--- config.mk ---
export PLATFORM = sky130hd
export DESIGN_NAME = multi_oneshot
export DESIGN_NICKNAME = d
export VERILOG_FILES = /design/src/rtl/multi_oneshot_pkg.sv /design/src/rtl/oneshot_chan.sv /design/src/rtl/multi_oneshot.sv
export SDC_FILE = /design/constraint.sdc
export NUM_CORES = 1
export LEC_CHECK = 0
export CORE_AREA = 2 2 39 41
export DETAILED_ROUTE_END_ITERATION = 10
export DIE_AREA = 0 0 41 43
export MAX_ROUTING_LAYER = met4
export PLACE_DENSITY = 0.79
export SETUP_SLACK_MARGIN = 0.1
export SYNTH_ARGS = -nofsm -noshare
export SYNTH_HDL_FRONTEND = slang
export SYNTH_SLANG_ARGS = --single-unit
--- constraint.sdc ---
create_clock -name i_clk -period 3 [get_ports i_clk]
set_clock_uncertainty 0.05 [all_clocks]
set_input_delay 0.6 -clock i_clk [delete_from_list [all_inputs] [get_ports i_clk]]
set_output_delay 0.6 -clock i_clk [all_outputs]
set_load 0.005 [all_outputs]
--- src/rtl/multi_oneshot_pkg.sv ---
// multi_oneshot_pkg: shared edge-select encodings, parameter limits and the
// edge-select decode helper used by every channel of multi_oneshot.
package multi_oneshot_pkg;

  localparam logic [1:0] EDGE_RISE = 2'b00;
  localparam logic [1:0] EDGE_FALL = 2'b01;
  localparam logic [1:0] EDGE_BOTH = 2'b10;
  localparam logic [1:0] EDGE_NONE = 2'b11;

  localparam int PULSE_W_MIN = 1;
  localparam int PULSE_W_MAX = 255;
  localparam int N_CH_MIN    = 1;
  localparam int N_CH_MAX    = 32;

  // Reduce the rise/fall strobes of one channel to the edge the user selected.
  function automatic logic edge_hit(input logic [1:0] sel,
                                    input logic       rise,
                                    input logic       fall);
    case (sel)
      EDGE_RISE: return rise;
      EDGE_FALL: return fall;
      EDGE_BOTH: return rise | fall;
      EDGE_NONE: return 1'b0;
      default:   return 1'b0;
    endcase
  endfunction

endpackage

--- src/rtl/oneshot_chan.sv ---
// oneshot_chan: one edge-to-pulse channel (optional input synchroniser,
// previous-sample register, pulse down-counter, sticky missed-edge flag).
// Build option: MULTI_ONESHOT_SYNC_EN adds a two-flop synchroniser in front
// of the edge detector (two extra cycles of latency).
module oneshot_chan
  import multi_oneshot_pkg::*;
#(
  parameter int PULSE_W = 1,
  parameter int CNT_W   = $clog2(PULSE_W + 1)
) (
  input  logic       i_clk,
  input  logic       i_reset,
  input  logic       i_en,
  input  logic       i_pulse,
  input  logic [1:0] i_edge_sel,
  input  logic       i_retrig,
  input  logic       i_clr_missed,
  output logic       o_pulse,
  output logic       o_pulse_next,
  output logic       o_missed
);

  localparam logic [CNT_W-1:0] CNT_LOAD = CNT_W'(PULSE_W);
  localparam logic [CNT_W-1:0] CNT_ONE  = CNT_W'(1);
  localparam logic [CNT_W-1:0] CNT_ZERO = CNT_W'(0);

  logic             samp_s;
  logic             prev_q;
  logic [CNT_W-1:0] cnt_q;
  logic [CNT_W-1:0] cnt_d;
  logic             pulse_q;
  logic             pulse_d;
  logic             missed_q;
  logic             missed_d;
  logic             miss_set_s;
  logic             trig_s;

`ifdef MULTI_ONESHOT_SYNC_EN
  logic sync1_q;
  logic sync2_q;

  // Two-flop synchroniser so asynchronous inputs can be sampled safely.
  always_ff @(posedge i_clk) begin
    if (!i_reset) begin
      sync1_q <= 1'b0;
      sync2_q <= 1'b0;
    end else begin
      sync1_q <= i_pulse;
      sync2_q <= sync1_q;
    end
  end

  assign samp_s = sync2_q;
`else
  assign samp_s = i_pulse;
`endif

  assign trig_s = edge_hit(i_edge_sel, samp_s & ~prev_q, ~samp_s & prev_q) & i_en;

  // Counter reload/decrement and missed-edge detection for the coming edge.
  always_comb begin
    cnt_d      = cnt_q;
    miss_set_s = 1'b0;
    if (trig_s) begin
      // A trigger on the last active cycle counts as fresh: the pulse simply
      // continues without a gap and nothing is reported as missed.
      if (cnt_q <= CNT_ONE) begin
        cnt_d = CNT_LOAD;
      end else if (i_retrig) begin
        cnt_d = CNT_LOAD;
      end else begin
        cnt_d      = cnt_q - CNT_ONE;
        miss_set_s = 1'b1;
      end
    end else if (cnt_q != CNT_ZERO) begin
      cnt_d = cnt_q - CNT_ONE;
    end else begin
      cnt_d = cnt_q;
    end

    // Setting the sticky flag wins over a simultaneous clear request.
    if (miss_set_s) begin
      missed_d = 1'b1;
    end else if (i_clr_missed) begin
      missed_d = 1'b0;
    end else begin
      missed_d = missed_q;
    end

    pulse_d = (cnt_d != CNT_ZERO);
  end

  // Channel state registers with synchronous active-low reset.
  always_ff @(posedge i_clk) begin
    if (!i_reset) begin
      prev_q   <= 1'b0;
      cnt_q    <= CNT_ZERO;
      pulse_q  <= 1'b0;
      missed_q <= 1'b0;
    end else begin
      prev_q   <= samp_s;
      cnt_q    <= cnt_d;
      pulse_q  <= pulse_d;
      missed_q <= missed_d;
    end
  end

  assign o_pulse      = pulse_q;
  assign o_pulse_next = pulse_d;
  assign o_missed     = missed_q;

endmodule

--- src/rtl/multi_oneshot.sv ---
// multi_oneshot: N_CH independent edge-to-pulse channels plus a registered
// any-channel-active flag. Build option: MULTI_ONESHOT_SYNC_EN (per-channel
// input synchroniser, handled inside oneshot_chan).
module multi_oneshot
  import multi_oneshot_pkg::*;
#(
  parameter int N_CH    = 4,
  parameter int PULSE_W = 1,
  parameter int CNT_W   = $clog2(PULSE_W + 1)
) (
  input  logic            i_clk,
  input  logic            i_reset,
  input  logic            i_en,
  input  logic [N_CH-1:0] i_pulse,
  input  logic [1:0]      i_edge_sel,
  input  logic            i_retrig,
  input  logic            i_clr_missed,
  output logic [N_CH-1:0] o_pulse,
  output logic            o_any,
  output logic [N_CH-1:0] o_missed
);

  logic [N_CH-1:0] pulse_next_s;
  logic            any_q;

  for (genvar ch = 0; ch < N_CH; ch++) begin : g_chan
    oneshot_chan #(
      .PULSE_W (PULSE_W),
      .CNT_W   (CNT_W)
    ) u_chan (
      .i_clk        (i_clk),
      .i_reset      (i_reset),
      .i_en         (i_en),
      .i_pulse      (i_pulse[ch]),
      .i_edge_sel   (i_edge_sel),
      .i_retrig     (i_retrig),
      .i_clr_missed (i_clr_missed),
      .o_pulse      (o_pulse[ch]),
      .o_pulse_next (pulse_next_s[ch]),
      .o_missed     (o_missed[ch])
    );
  end

  // Registering the OR of the next-state pulses keeps o_any cycle-aligned
  // with |o_pulse without a combinational path on the output.
  always_ff @(posedge i_clk) begin
    if (!i_reset) begin
      any_q <= 1'b0;
    end else begin
      any_q <= |pulse_next_s;
    end
  end

  assign o_any = any_q;

endmodule

; ---- Word-level counts from Yosys, hierarchy flattened
; Cells that the tools add are included.
; W data, S select, Z words.
[op_classes]
magnitude_cmp = 4
n_addsub = 4
n_eq_ne = 3
muxes = 34
n_reduce_logical = 6
bitwise_logic = 24
[ops]
columns = cell, count
row1 = $mux W1, 30
row2 = $pmux W1 S4, 4
row3 = $and A1 B1 Y1, 12
row4 = $not A1 Y1, 8
row5 = $reduce_bool A2 Y1, 4
row6 = $eq A2 B2 Y1 const B, 2
row7 = $le A1 B1 Y1 const B, 4
row8 = $or A1 B1 Y1, 4
row9 = $reduce_or A4 Y1, 1
row10 = $sub A1 B1 Y1 const B, 4
row11 = $eq A2 B1 Y1 const B, 1
row12 = $logic_not A2 Y1, 1
[word_totals]
elab_cells = 88
reg_bits = 13

; ---- Depth between registers and ports, before layout
; Gate-level depths: netlist of the first run.
[depth]
depth_word = 7
mapped_depth = 5

; ---- Modules after synthesis
; Synthesis of the first run repeated with hierarchy kept, for this count alone.
[unflattened]
hier_cells = 62
area_unflattened_um2 = 571.8
[modules_own_cells]
columns = mod, area_per_inst_um2, cells_each, n_inst
row1 = oneshot_chan, 135.1, 15, 4
row2 = multi_oneshot, 31.3, 2, 1

; ---- Worst setup path after synthesis of the first run
; OpenSTA, ideal clock, no wires.
[synth_timing]
path_type = in2reg
from = in i_pulse[1]
to = reg any_q, in the netlist o_any
setup_slack_ns = 1.361
path_buffers = 0
stages = 5
arrival_time_ns = 1.464
path_cell_list = inv_1 -> ha_1 -> and2_1 -> o32ai_1 -> o41a_1
[synth_via]
elab_chain_cells = 7
elab_cells_between_ends = 8
classes_between = 2 x mux / 5 x bitwise / 1 x reduce/logical
[synth_lines]
columns = item, line_no
row1 = from (decl), multi_oneshot.sv:14  ; input logic [N_CH-1:0] i_pulse,
row2 = $not A1 Y1, oneshot_chan.sv:58  ; assign trig_s = edge_hit(i_edge_sel, samp_s & ~prev_q, ~samp_s & prev_q) & i_en;
row3 = $and A1 B1 Y1, oneshot_chan.sv:58
row4 = $or A1 B1 Y1, multi_oneshot_pkg.sv:22  ; EDGE_BOTH: return rise | fall;
row5 = $pmux W1 S4 *, multi_oneshot_pkg.sv:19  ; case (sel)
row6 = $and A1 B1 Y1 *, oneshot_chan.sv:58
row7 = $mux W1 *, oneshot_chan.sv:64  ; if (trig_s) begin
row8 = $reduce_or A4 Y1 *, multi_oneshot.sv:50  ; any_q <= |pulse_next_s;
row9 = to (signal assigned), multi_oneshot.sv:50
row10 = to (decl), multi_oneshot.sv:24  ; logic any_q;
; Every way passes the cells marked *; elsewhere a longest branch is shown, timed or not.
; A chain may end at the register's enable or synchronous reset.

; ---- Worst setup path after layout of the first run
[layout_timing]
from = in i_pulse[2]
to = reg any_q, in the netlist o_any
; The elaborated chain is that of the path after synthesis.

==> impl_metrics.tcl, run 1 <==
set metrics [dict create \
    status "completed" \
    synth_top_area_share_pct 33.0 \
    finalWirelength_um 798 \
    whs_path_depth 4 \
    cts_sinks 9 \
    drtAntennaViolNets 0 \
    slew_viol_final 0 \
    crit_fanout 3 \
    place_area_sq_um 647 \
    dp_hpwl_um 675 \
    clk_latency_ns 0.26 \
    io_buffers 13 \
    cts_tree "yes" \
    grtUsageMet2_pct 18.8 \
    grtUsageMet1_pct 15.0 \
    place_congestion 0.781 \
    drcViolationCount 0 \
    htreeDepth 1 \
    clock_tree.root_cell "clkbuf_4" \
    internal_power_mw 0.205 \
    cts_hold_buf 0 \
    cp.buffers_inverters 2 \
    synth_top_cell_by_area "dfxtp_1" \
    critPathLaunchType "input pin" \
    synthTopCellsByArea "dfxtp_1 33%, ha_1 18%, buf_4 11%, and2_1 9.2%, o32ai_1 6.4%" \
    yosys_warnings 0 \
    dieArea_sq_um 1760 \
    syn_area_per_cell_sq_um 8.94 \
    setup_tns_ns 0 \
    multi_input_area_sq_um 287 \
    r2r_setup_slack_ns 1.62 \
    via_count 411 \
    layout-drive-gt1-share_pct 11.0 \
    die_y_um 43 \
    fillers 153 \
    critPathCaptureType "register" \
    diodes 0 \
    rows 14 \
    worstRegToRegCells 4 \
    syn-instance-count 61 \
    fmax_mhz 510 \
    firstDrtPassIters 2 \
    dr.first_iter.drc_count 1 \
    power_mw 0.268 \
    rsz0062_at_grt "no" \
    top_usage_layer "met2" \
    p_sw_share_pct 23.5 \
    min_to "g_chan[2].u_chan.cnt_q" \
    power.density_nw_per_um2 398 \
    clockBufferDepth 2 \
    period_share_pct 65.4 \
    r2r_start "g_chan[2].u_chan.prev_q" \
    cts_buffers 3 \
    coreArea_sq_um 1380 \
    crit_slowest_cell "clkdlybuf4s50_1" \
    ioPinCount 20 \
    initial_core_util_pct 39.4 \
    drt-vias-per-instance 4.62 \
    setup_viol 0 \
    worstPathArrival_ns 2.11 \
    utilization_pct 48.6 \
    fin_nets 93 \
    vdd_drop_max_mv 0.186 \
    die_w_um 41 \
    p_leak_nw 0.304 \
    synth-seq-area-share_pct 33.0 \
    syn_to_final_growth_pct 23.4 \
    crit_type "input pin to register" \
    min_from "g_chan[2].u_chan.prev_q" \
    critPathLaunch "i_pulse[2]" \
    min_period_ns 1.96 \
    grt_use_total_pct 13.4 \
    maxCapViolCount 0 \
    power_switching_mw 0.0629 \
    grt_pass1_wl_um 1510 \
    synth_area_sq_um 546 \
    grt_pass1_vias 370 \
    grt_max_degree 10 \
    r2r_end "o_any" \
    final_hold_viol_count 0 \
    comb_power_share_pct 17.6 \
    synth-seq-cells 9 \
    p_seq_share_pct 47.8 \
    antenna_found_initial 0 \
    crit_family "buffers and inverters" \
    hold_class "register to register" \
    critPathMaxStageDelay_ns 0.50 \
    wl_per_cell_um 8.97 \
    clkPwrFrac_pct 34.6 \
    yosysUniqueCellTypes 13 \
    cts_resized 0 \
    cp.required_ns 3.15 \
    path_cells "clkdlybuf4s50_1 > inv_1 > ha_1 > and2_2 > o32ai_1 > o41a_1" \
    path_clk_slew_ns 0.06 \
    cts_setup_buffers 0 \
    postLayoutCellArea_sq_um 673 \
    met3_usage_pct 4.71 \
    seqCellArea_sq_um 180 \
    grt-ovfl-total 0 \
]
## cell families (layout without fill, tap and decap cells)
family	after synthesis	in the layout	share of synthesized area (%)
simple gates	22	22	22.9
buf+inv	16	25	16.5
flops	9	9	33.0
fa+ha+maj	8	8	18.3
compound gates	5	5	8.49
other cells	1	4	0.687
## synth_stat cells, drive strengths merged
cell type,n
and2,12
conb,1
o32ai,4
nand2,4
nand2b,1
or2b,1
o41a,1
buf,8
nor2,4
dfxtp,9
ha,8
inv,8
## through the flow
stage | setup WS (ns) | hold WS (ns) | cells
final | 1.04 | 0.769 | 89
after global routing | 0.959 | 0.830 | 89
after CTS | 1.04 | 0.772 | 89
after detailed placement | 0.765 | 0.762 | 85
after global placement | 0.788 | 0.755 | 85
after floorplan | 1.36 | 0.672 | 64
## power groups by stage
stage | logic (mW) | clock network, mW | registers, mW
after detailed placement | 0.0479 | 0 | 0.131
after floorplan | 0.0285 | 0 | 0.131
after global routing | 0.0553 | 0.104 | 0.129
after CTS | 0.0482 | 0.0977 | 0.128
final | 0.0472 | 0.0927 | 0.128
after global placement | 0.0459 | 0 | 0.130
## flip-flops by register name (all words and copies together) (netlist names)
name and count:
g_chan.u_chan.cnt_q 4, g_chan.u_chan.prev_q 4, o_any 1
## worst max path at each step
stage             to  slack, ns  cells past startpoint
6_report       o_any       1.04                      6
5_1_grt        o_any       0.96                      6
4_1_cts        o_any       1.04                      6
3_3_place_gp   o_any       0.79                      6
2_1_floorplan  o_any       1.36                      5
3_5_place_dp   o_any       0.77                      6
## placed cells by master, fill, tap and decap left out
| master | count |
|---|---|
| ha_1 | 8 |
| or2b_2 | 1 |
| o41a_1 | 1 |
| and2_1 | 8 |
| clkbuf_1 | 1 |
| nand2b_1 | 1 |
| clkdlybuf4s50_1 | 13 |
| conb_1 | 4 |
| inv_1 | 8 |
| nand2_1 | 4 |
| clkbuf_4 | 3 |
| nor2_1 | 4 |
| o32ai_1 | 4 |
| dfxtp_1 | 9 |
| and2_2 | 4 |
## routing by layer
layer / part of all wire [%] / vias up / wire, um
li1: - / 208 / -
met1: 41 / 185 / 324
met2: 50 / 14 / 400
met3: 5.9 / 4 / 47
met4: 3.1 / 0 / 25
met5: 0 / - / 0
## cell type report
class	instances	share of cell area [%]
clock buffers	4	3.90
flip-flops and latches	9	26.8
inverters	8	4.46
multi-input cells	39	42.6
well taps	16	2.97
repair buffers	13	19.3
## worst min-delay path, cell delays in order, from the launching register on
cell     delay (ns)
dfxtp_1        0.31
ha_1           0.17
nand2_1        0.05
o32ai_1        0.09
and2_1         0.15
Note: power is estimated with default switching activity, not from simulation.
==> run 2: changes to the inputs <==
Settings changed: CORE_AREA 2 2 39 41 to not set, CORE_MARGIN set to 1, CORE_UTILIZATION set to 42, DIE_AREA 0 0 41 43 to not set, PLACE_DENSITY 0.79 to 0.8.
Clock period 3 ns to 1.9 ns, I/O delays scaled along.
==> impl_metrics.tcl, run 2 (synthesis gave the netlist of run 1 again) <==
set metrics [dict create \
    crit_fanout 2 \
    grt_max_degree 10 \
    slew_viol_final 0 \
    antenna_found_initial 0 \
    min_period_ns 1.72 \
    wl_met2_um 436 \
    die_y_um 38.0 \
    ioPinCount 20 \
    dp_hpwl_um 624 \
    critPathLaunchType "input pin" \
    dieArea_sq_um 1450 \
    coreArea_sq_um 1160 \
    via_count 427 \
    rsz0062_at_grt "no" \
    grt-ovfl-total 0 \
    wl_per_cell_um 9.29 \
    dp_slack_ns -0.0738 \
    setup_viol 0 \
    finalNonFillerCells 91 \
    cts_setup_buffers 0 \
    critPathCaptureType "register" \
    rows 12 \
    io_buffers 13 \
    vdd_drop_max_mv 0.408 \
    hold_class "input pin to register" \
    layout-drive-gt1-share_pct 16.9 \
    power.density_nw_per_um2 612 \
    clk_latency_ns 0.26 \
    crit_slowest_cell "clkdlybuf4s50_1" \
    routed.top_layer "met4" \
    critPathMaxStageDelay_ns 0.48 \
    final_common_cell "clkdlybuf4s50_1" \
    path_cells "clkdlybuf4s50_1 > inv_1 > ha_1 > and2_2 > o32ai_1 > o41a_1" \
    final_hold_viol_count 0 \
    path_clk_slew_ns 0.07 \
    drt-vias-per-instance 4.69 \
    cts_sinks 9 \
    fin_ws_ns 0.178 \
    htreeDepth 1 \
    period_share_pct 90.6 \
    drtAntennaViolNets 0 \
    wl_met3_um 58 \
    drcViolationCount 0 \
    layout_common_cells "13 x clkdlybuf4s50_1, 9 x dfxtp_1, 8 x inv_1, 8 x and2_1, 8 x ha_1" \
    grt_pass1_wl_um 1390 \
    cp.required_ns 2.05 \
    fin_nets 97 \
    dp_cells 87 \
    fin_hold_ws_ns 0.772 \
    maxCapViolCount 0 \
    power_mw 0.433 \
    finalWirelength_um 845 \
    cts_buffers 3 \
    dr.first_iter.drc_count 2 \
    clock_tree.root_cell "clkbuf_4" \
    crit_type "input pin to register" \
    grt_use_total_pct 16.0 \
    cts_resized 0 \
    die_w_um 38.0 \
    status "completed" \
    diodes 0 \
    firstDrtPassIters 3 \
    cts_hold_buf 0 \
    fmax_mhz 581 \
    grt_pass1_vias 353 \
    place_congestion 0.772 \
    met1_length_um 342 \
    cts_tree "yes" \
    worstPathArrival_ns 1.87 \
    cp.buffers_inverters 2 \
    initial_core_util_pct 47.2 \
    clockBufferDepth 2 \
    syn_to_final_growth_pct 29.8 \
    crit_family "buffers and inverters" \
    p_leak_nw 0.326 \
]
## run 2: worst paths after layout
check                           from                 endpoint  slack [ns]  cells past startpoint
max                       i_pulse[0]                    o_any        0.18                      6
min                       i_pulse[2]  g_chan[2].u_chan.prev_q        0.77                      3
max reg2reg  g_chan[2].u_chan.prev_q                    o_any        0.52                      4
min reg2reg  g_chan[3].u_chan.prev_q   g_chan[3].u_chan.cnt_q        0.78                      4
## run 2: routing by layer
layer	track usage [%]	vias to the layer above
met1	16.9	191
met2	22.9	18
met4	10.7	0
met3	8.72	2
li1	-	216
met5	-	-
## run 2: worst min-delay path, cell delays in order
cell	delay (ns)
clkdlybuf4s50_1	0.47
buf_4	0.11
and2_1	0.10
## run 2: power breakdown
group | total, mW | switching [mW] | internal (mW) | leakage [nW]
Combinational | 0.0827 | 0.0327 | 0.0500 | 0.236
Sequential | 0.202 | 0.00354 | 0.199 | 0.0743
Clock | 0.148 | 0.0675 | 0.0808 | 0.0150
Total | 0.433 | 0.104 | 0.330 | 0.326
## run 2: area by class of cell
| type | count | area, sq um |
|---|---|---|
| timing repair buffer | 17 | 160 |
| multi-input combinational | 39 | 294 |
| sequential | 9 | 180 |
| fill | 104 | 448 |
| inverter | 8 | 30.0 |
| tap | 14 | 17.5 |
| clock buffer | 4 | 26.3 |
## run 2: stage by stage
| step | instance area, sq um | TNS [ns] | util, % |
|---|---|---|---|
| after global routing | 708 | 0 | 61.3 |
| after detailed placement | 674 | -0.195 | 58.3 |
| final | 708 | 0 | 61.3 |
| after global placement | 674 | -0.140 | 58.3 |
| after floorplan | 557 | 0 | - |
| after CTS | 701 | 0 | 60.6 |
==> run 3: changes to the inputs <==
Settings changed: ABC_AREA set to 1, CORE_UTILIZATION 42 to 43, HOLD_SLACK_MARGIN set to 0.1.
==> impl_metrics.tcl, run 3 <==
set metrics [dict create \
    status "completed" \
    postLayoutCellArea_sq_um 713 \
    synth_edf_count 0 \
    synth_area_sq_um 598 \
    yosys.area_share.simple_pct 22.2 \
    fin_hold_ws_ns 0.655 \
    cts_resized 0 \
    fmax_mhz 633 \
    die_w_um 39.3 \
    path_clk_slew_ns 0.06 \
    r2r_start "g_chan[1].u_chan.prev_q" \
    drt-vias-per-instance 4.15 \
    final_common_cell "inv_1" \
    synth-seq-cells 9 \
    place_area_sq_um 687 \
    dieArea_sq_um 1540 \
    worstPathArrival_ns 1.72 \
    initial_core_util_pct 46.0 \
    clk_latency_ns 0.26 \
    htreeDepth 1 \
    crit_path_end "o_any" \
    via_count 465 \
    synth-seq-area-share_pct 30.1 \
    synth_fa_ha_area_share_pct 16.7 \
    dp_cells 108 \
    clockBufferDepth 2 \
    synth_top_cell_by_area "dfxtp_1" \
    cts_tree "yes" \
    cts_sinks 9 \
    dp_hpwl_um 717 \
    diodes 0 \
    p_sw_share_pct 25.5 \
    finalWirelength_um 856 \
    clkPwrFrac_pct 32.9 \
    r2r_end "o_any" \
    synthTopCellsByCount "23 x inv_1, 16 x nand2_1, 9 x dfxtp_1" \
    synth_ff_type "dfxtp_1" \
    worstRegToRegCells 7 \
    grt_use_total_pct 14.6 \
    p_leak_nw 0.410 \
    clock_tree.root_cell "clkbuf_4" \
    muxShareOfSynthArea_pct 0 \
    critPathLaunchType "input pin" \
    synth_compound_area_share_pct 3.35 \
    wl_per_cell_um 7.64 \
    vdd_drop_max_mv 0.341 \
    utilization_pct 54.8 \
    yosys_warnings 0 \
    cts_buffers 3 \
    setup_viol 0 \
    synthMostInstantiatedCell "inv_1" \
    synthTopCellsByArea "dfxtp_1 30%, ha_1 17%, inv_1 14%, buf_4 10%, nand2_1 10%" \
    cp.required_ns 2.04 \
    p_seq_share_pct 46.5 \
    grt_pass1_wl_um 1390 \
    fin_ws_ns 0.321 \
    die_y_um 39.3 \
    antenna_found_initial 0 \
    grt_max_degree 9 \
    rows 13 \
    synth_xor_area_share_pct 0 \
    yosysUniqueCellTypes 13 \
    hold_class "input pin to register" \
    maxCapViolCount 0 \
    crit_fanout 3 \
    drtAntennaViolNets 0 \
    fin_nets 117 \
    cts_hold_buf 0 \
    cts_setup_buffers 0 \
    crit_type "input pin to register" \
    internal_power_mw 0.326 \
    coreArea_sq_um 1300 \
    dp_slack_ns 0.0564 \
    period_share_pct 83.1 \
    setup_tns_ns 0 \
    power_mw 0.438 \
    dr.first_iter.drc_count 10 \
    ioPinCount 20 \
    synth_top_area_share_pct 30.1 \
    power_switching_mw 0.111 \
    place_congestion 0.831 \
    critPathLaunch "i_pulse[1]" \
    final_hold_viol_count 0 \
    layout-drive-gt1-share_pct 5.15 \
    finalNonFillerCells 112 \
    drcViolationCount 0 \
    comb_power_share_pct 20.6 \
    grt_pass1_vias 408 \
    firstDrtPassIters 4 \
    layout_common_cells "23 x inv_1, 16 x nand2_1, 13 x clkdlybuf4s50_1" \
    r2r_setup_slack_ns 0.70 \
    syn_area_per_cell_sq_um 6.95 \
    critPathCaptureType "register" \
    rsz0062_at_grt "no" \
    synth_top_family_by_area "buffers and inverters" \
    slew_viol_final 0 \
    grt-ovfl-total 0 \
    io_buffers 13 \
    syn_to_final_growth_pct 19.2 \
    async_reset_ff_share_pct 0 \
    min_period_ns 1.58 \
    syn-instance-count 86 \
    power.density_nw_per_um2 613 \
]
==> run 3: critical path, cell delays in order <==
cell	delay [ns]
clkdlybuf4s50_1	0.50
inv_1	0.05
ha_1	0.27
or2_0	0.19
nand2_1	0.07
nand2_1	0.07
nand2_1	0.07
nor2_1	0.04
nor2_1	0.07
==> run 3: cells by family after synthesis <==
logic type	Yosys count
adders and majority gates	8
AOI/OAI and AO/OA	4
and+or+nand+nor	31
DFF	9
buffers and inverters	33
other	1
==> run 3: power groups by stage <==
stage          clock network (mW)  registers [mW]  logic, mW
2_1_floorplan                   0           0.207     0.0621
3_3_place_gp                    0           0.207     0.0871
3_5_place_dp                    0           0.208     0.0902
4_1_cts                     0.153           0.204     0.0905
5_1_grt                     0.168           0.204      0.104
6_report                    0.144           0.203     0.0900
==> run 3: worst min-delay path by stage <==
stage | cells past startpoint | slack (ns) | endpoint | start
6_report | 3 | 0.66 | g_chan[3].u_chan.prev_q | i_pulse[3]
5_1_grt | 3 | 0.66 | g_chan[2].u_chan.prev_q | i_pulse[2]
4_1_cts | 3 | 0.65 | g_chan[3].u_chan.prev_q | i_pulse[3]
3_5_place_dp | 6 | 0.71 | g_chan[0].u_chan.cnt_q | g_chan[0].u_chan.prev_q
3_3_place_gp | 5 | 0.69 | g_chan[2].u_chan.cnt_q | g_chan[2].u_chan.prev_q
2_1_floorplan | 2 | 0.42 | g_chan[0].u_chan.prev_q | i_pulse[0]
==> run 3: final cells by class <==
class                           count  area (sq um)
Sequential cell                     9           180
Fill cell                         126           588
Tap cell                           15          18.8
Timing Repair Buffer               13           130
Inverter                           24          90.1
Clock buffer                        4          26.3
Multi-Input combinational cell     47           268
==> run 3: layer usage <==
metal | share of wire (%) | up-vias | GRT usage [%]
met5 | 0 | - | -
met4 | 0 | 0 | 4.31
met3 | 7.9 | 0 | 10.2
met2 | 50 | 14 | 25.8
met1 | 42 | 192 | 12.1
li1 | - | 259 | -
